==> config.mk <==
export PLATFORM = sky130hd
export DESIGN_NAME = mmss_display_mux_flat
export DESIGN_NICKNAME = d
export VERILOG_FILES = /design/src/rtl/mmss_display_mux_if.sv /design/src/rtl/mmss_display_mux.sv /design/src/flat_wrapper.sv
export SDC_FILE = /design/constraint.sdc
export NUM_CORES = 1
export LEC_CHECK = 0
export BUFFER_PORTS_ARGS = -buffer_cell sky130_fd_sc_hd__buf_2
export CAP_MARGIN = 10
export CORE_ASPECT_RATIO = 0.7
export CORE_MARGIN = 2
export CORE_UTILIZATION = 62
export CTS_CLUSTER_DIAMETER = 150
export CTS_CLUSTER_SIZE = 20
export DETAILED_ROUTE_END_ITERATION = 10
export PLACE_DENSITY = 0.84
export RECOVER_POWER = 100
export SLEW_MARGIN = 20
export SYNTH_ARGS = -nofsm -noshare
export SYNTH_HDL_FRONTEND = slang
export SYNTH_SLANG_ARGS = --single-unit
==> constraint.sdc <==
create_clock -name clk -period 7.3 [get_ports clk]
set_input_delay 2.19 -clock clk [delete_from_list [all_inputs] [get_ports clk]]
set_output_delay 2.19 -clock clk [all_outputs]
set_load 0.03 [all_outputs]
==> src/rtl/mmss_display_mux_if.sv <==
// Display-side bus for the mm:ss display multiplexer.
// The stopwatch side drives binary mm/ss; the mux drives the active-low digit/segment/dp pins.
interface mmss_display_mux_if;
    logic [5:0] mm;
    logic [5:0] ss;
    logic [3:0] an;
    logic [6:0] seg;
    logic       dp;

    modport master (output mm, output ss, input an, input seg, input dp);
    modport slave  (input mm, input ss, output an, output seg, output dp);
endinterface

==> src/rtl/mmss_display_mux.sv <==
// 4-digit common-anode 7-segment scanner for an mm:ss value, with a per-scan input snapshot.
// Optional MMSS_LEADING_ZERO_BLANK_EN blanks a zero minutes-tens digit.
module mmss_display_mux #(
    parameter int unsigned REFRESH_DIV = 100000
) (
    input logic               clk,
    input logic               rst,
    mmss_display_mux_if.slave bus
);

    localparam int unsigned CNT_W = (REFRESH_DIV > 1) ? $clog2(REFRESH_DIV) : 1;
    localparam logic [CNT_W-1:0] CNT_LAST = CNT_W'(REFRESH_DIV - 1);
    localparam logic [6:0] SEG_DARK = 7'b1111111;
    localparam logic [6:0] SEG_DASH = 7'b0111111;

    logic [CNT_W-1:0] cnt;
    logic [1:0]       idx;
    logic [5:0]       snap_mm;
    logic [5:0]       snap_ss;
    logic [3:0]       an_q;
    logic [6:0]       seg_q;
    logic             dp_q;

    logic             cnt_last_c;
    logic [5:0]       sel_val_c;
    logic [5:0]       tens_base_c;
    logic [3:0]       tens_c;
    logic [3:0]       units_c;
    logic [3:0]       digit_c;
    logic             oor_c;
    logic [6:0]       seg_c;
    logic [3:0]       an_c;
    logic             dp_c;

    assign cnt_last_c = (cnt == CNT_LAST);

    // BCD split of the selected field by range compares, then segment encode.
    always_comb begin
        sel_val_c   = idx[1] ? snap_mm : snap_ss;
        tens_c      = 4'd0;
        tens_base_c = 6'd0;
        if (sel_val_c >= 6'd50) begin
            tens_c      = 4'd5;
            tens_base_c = 6'd50;
        end else if (sel_val_c >= 6'd40) begin
            tens_c      = 4'd4;
            tens_base_c = 6'd40;
        end else if (sel_val_c >= 6'd30) begin
            tens_c      = 4'd3;
            tens_base_c = 6'd30;
        end else if (sel_val_c >= 6'd20) begin
            tens_c      = 4'd2;
            tens_base_c = 6'd20;
        end else if (sel_val_c >= 6'd10) begin
            tens_c      = 4'd1;
            tens_base_c = 6'd10;
        end
        units_c = 4'(sel_val_c - tens_base_c);
        oor_c   = (sel_val_c > 6'd59);
        digit_c = idx[0] ? tens_c : units_c;

        case (digit_c)
            4'd0:    seg_c = 7'b1000000;
            4'd1:    seg_c = 7'b1111001;
            4'd2:    seg_c = 7'b0100100;
            4'd3:    seg_c = 7'b0110000;
            4'd4:    seg_c = 7'b0011001;
            4'd5:    seg_c = 7'b0010010;
            4'd6:    seg_c = 7'b0000010;
            4'd7:    seg_c = 7'b1111000;
            4'd8:    seg_c = 7'b0000000;
            4'd9:    seg_c = 7'b0010000;
            default: seg_c = SEG_DARK;
        endcase

        if (oor_c) begin
            seg_c = SEG_DASH;
`ifdef MMSS_LEADING_ZERO_BLANK_EN
        end else if ((idx == 2'd3) && (tens_c == 4'd0)) begin
            seg_c = SEG_DARK;
`endif
        end

        an_c = ~(4'b0001 << idx);
        dp_c = (idx != 2'd2);
    end

    // Refresh counter, digit index and snapshot; snapshot only on the 3->0 wrap.
    always_ff @(posedge clk) begin
        if (!rst) begin
            cnt     <= '0;
            idx     <= 2'd0;
            snap_mm <= 6'd0;
            snap_ss <= 6'd0;
        end else if (cnt_last_c) begin
            cnt <= '0;
            idx <= idx + 2'd1;
            if (idx == 2'd3) begin
                snap_mm <= bus.mm;
                snap_ss <= bus.ss;
            end
        end else begin
            cnt <= cnt + CNT_W'(1);
        end
    end

    // Output registers: one cycle behind idx/snap.
    always_ff @(posedge clk) begin
        if (!rst) begin
            an_q  <= 4'b1111;
            seg_q <= SEG_DARK;
            dp_q  <= 1'b1;
        end else begin
            an_q  <= an_c;
            seg_q <= seg_c;
            dp_q  <= dp_c;
        end
    end

    assign bus.an  = an_q;
    assign bus.seg = seg_q;
    assign bus.dp  = dp_q;

endmodule
==> src/flat_wrapper.sv <==
// flat-port wrapper written by rule: the top's interface ports become plain ports
module mmss_display_mux_flat 
#(
    parameter int unsigned REFRESH_DIV = 100000
)
  (clk, rst, bus_mm, bus_ss, bus_an, bus_seg, bus_dp);
  mmss_display_mux_if bus_i ();
  input logic clk;
  input logic rst;
  input wire logic [$bits(bus_i.mm)-1:0] bus_mm;
  input wire logic [$bits(bus_i.ss)-1:0] bus_ss;
  output wire logic [$bits(bus_i.an)-1:0] bus_an;
  output wire logic [$bits(bus_i.seg)-1:0] bus_seg;
  output wire logic [$bits(bus_i.dp)-1:0] bus_dp;
  assign bus_i.mm = bus_mm;
  assign bus_i.ss = bus_ss;
  assign bus_an = bus_i.an;
  assign bus_seg = bus_i.seg;
  assign bus_dp = bus_i.dp;
  mmss_display_mux #(.REFRESH_DIV(REFRESH_DIV)) u_core (.clk(clk), .rst(rst), .bus(bus_i));
endmodule
==> qor.txt <==
Status = finished with violations
Failing checks = capacitance limit, slew limit
Xor and xnor area share after synthesis = 6.30%
Synthesis warning total = 0
Number of post-CTS setup repair buffers = 0
Via count = 1,731
Worst vdd ir = 0.000144 V
CORE AREA = 0.00349 mm²
Crit share post-route = 59.7%
Compound-Gate Fraction of Synth Area = 15.3%
Post-synth EDFFs = 0
Endpoint class of the critical path = flip-flop
Total grt overflow = 0
Slew headroom = -5.66%
HPWL Detailed = 2850 µm
Starting Density = 63.8%
First-pass GRT wire length = 7040 µm
Mapped cell area = 0.00223 mm²
Nets = 294
TritonCTS clock tree = done
Setup violations, final = 0
Routed WL = 4130 µm
Root Buffer = clkbuf_8
DRT iter0 DRCs = 70
Vias in the first global route = 1,553
P&R area growth vs syn = 8.99%
Initial antenna violation count = 0
Reg-to-Reg Start = u_core.idx[1]
Largest family of logic cells by synthesized area = simple AND/OR/NAND/NOR gates
Slew Viols, Final = 16
Drt drc = 0
# port buffers = 25
Post-cts sizing count = 0
IO Pins = 26
Synth Area in Adders = 8.15%
Non-filler cells, final = 318
Post-synthesis mux area share = 5.62%
Htree depth = 2
Worst r2r dst = u_core.bus.seg[0]
Crit path max fanout = 14
Placed cells = 310
Critical path class = reg -> reg
Static leakage = 0.000905 µW
Clk sinks = 42
Mapped Nets = 272
Synth Area in Simple Gates = 22.7%
Reg2reg setup slack = 2940 ps
Path type of the worst min-delay path = reg -> reg
Pin count of the biggest net entering global routing = 28
WL/cell = 13.0 µm
Unrepaired setup endpoints after global routing = no
TritonCTS Buffers = 5
Layout cells sized above 1 = 14.6%
Critical Path Start Type = flip-flop
RePlAce Congestion = 0.837
Later-pin clock latency in the skew report = 300 ps
Worst-path clk slew = 80 ps
Fmax = 0.230 GHz
Worst path arrival time = 4520 ps
Tot GR Track Use = 23.5%
Clock tree buffer depth = 2
Max-Cap Viols = 1
Worst reg-to-reg path cell count = 12
Final Skew = 4.75 ps
ANT nets after route = 0
Die Y = 54.1 µm
Antenna Cells = 0
Fin Setup TNS = 0 ps
Sequential share of the synthesized area = 37.8%
Worst Path Required = 7470 ps
Cells after synthesis = 245
FFs w/ async S/R, synth = 0%
TritonRoute pass-1 iters = 4
CTS Hold Bufs = 0
Hold_sp = u_core.cnt[0]
# rows = 18
Fin. Hold Viols = 0
Worst Setup SP = u_core.idx[1]
Worst-Margin Slew = 1570 ps
Avg Inst Size Synth = 9.09 µm²
Most common flop cell mapped by yosys = dfxtp_1
Hold path cells = 1
Min Tclk post-route = 4360 ps
Vias per cell = 5.44
Yosys cell types = 54
Pwr dens = 176 mW/mm²
#FFs+latches synth = 42
WHS Endpoint = u_core.cnt[0]
Die W = 75.6 µm
Total die area = 0.00409 mm²
-- cells by family after synthesis --
group | count (synthesis)
mux | 8
xor+xnor | 16
compound gates | 41
simple gates | 105
buf+inv | 19
fa+ha+maj | 14
flops | 42
-- worst max-delay path, cell delays in order, from the launching register on --
cell and delay, ps:
dfxtp_1 790, mux2i_1 480, clkinv_1 250, maj3_1 370, a21oi_1 220, a21oi_1 110
ha_1 210, inv_1 70, fa_1 410, a21oi_1 670, nand2_1 170, nor4_1 380
a211oi_1 90
-- metrics by stage --
step                      cell area, µm²  worst slack, ps  hold slack (ps)  total power, µW  util [%]
after floorplan                     2230             4070              418              252         -
after global placement              2360             3470              429              258      67.5
after detailed placement            2360             3350              445              259      67.5
after CTS                           2470             3350              456              432      70.6
after global routing                2430             2450              500              442      69.5
final                               2430             2940              455              428      69.5
-- sequential cells by signal, indices dropped and copies added (netlist names) --
| signal | cells |
|---|---|
| u_core.snap_ss | 6 |
| u_core.idx | 2 |
| u_core.cnt | 17 |
| u_core.snap_mm | 6 |
| u_core.bus.seg | 7 |
| u_core.bus.an | 4 |
-- area by class of cell --
type	instances	area, µm²
Multi-Input combinational cell	184	1270
Fill cell	301	1060
Sequential cell	42	841
Clock buffer	8	110
Timing Repair Buffer	25	109
Tap cell	50	62.6
Inverter	9	33.8
-- worst max path at each step --
stage | end | slack (ps) | cells after the start
floorplan | u_core.bus.seg[6] | 4070 | 4
global placement | u_core.bus.seg[6] | 3470 | 12
detailed placement | u_core.bus.seg[6] | 3350 | 12
CTS | u_core.bus.seg[6] | 3350 | 12
global route | u_core.bus.seg[0] | 2450 | 12
finish | u_core.bus.seg[0] | 2940 | 12
-- cells in the mapped netlist (2+ instances only) --
cell	number	area, µm²
a211oi_1	6	45.0
a211oi_2	2	25.0
a21boi_0	13	97.6
a21oi_1	4	20.0
and2_1	4	25.0
and3_1	3	18.8
buf_6	2	22.5
clkbuf_1	6	22.5
dfxtp_1	42	841
ha_1	12	150
inv_1	7	26.3
mux2_4	3	45.0
mux2i_4	2	45.0
nand2_1	41	154
nand3_1	13	65.1
nand4_1	3	18.8
nor2_1	22	82.6
nor3_1	5	25.0
nor3_2	2	20.0
nor4_1	4	25.0
o21ai_1	2	10.0
xnor2_1	6	52.6
xor2_1	10	87.6
-- per-layer routing --
metal / up-vias / routed length [µm] / GRT usage (%)
li1: 891 / - / -
met1: 799 / 2150 / 31.9
met2: 34 / 1760 / 34.6
met3: 7 / 166 / 6.55
met4: 0 / 63 / 10.8
met5: - / 0 / 0
-- report_power, final --
group / internal (µW) / switching [µW] / leakage [µW]
clock network: 95.5 / 79.3 / 0.0000575
logic: 6.91 / 12.1 / 0.000506
registers: 232 / 1.48 / 0.000342
total: 335 / 93.0 / 0.000905
-- cells in the final DEF, fill, tap and decap left out, drive strengths merged, types with 8 or more instances in the layout --
cell    count
nor2       23
nand2      41
a211oi      8
nand3      13
xor2       10
ha         12
a21boi     13
dfxtp      42
buf        12
clkbuf     21
Power figures use the tool's default switching activity.
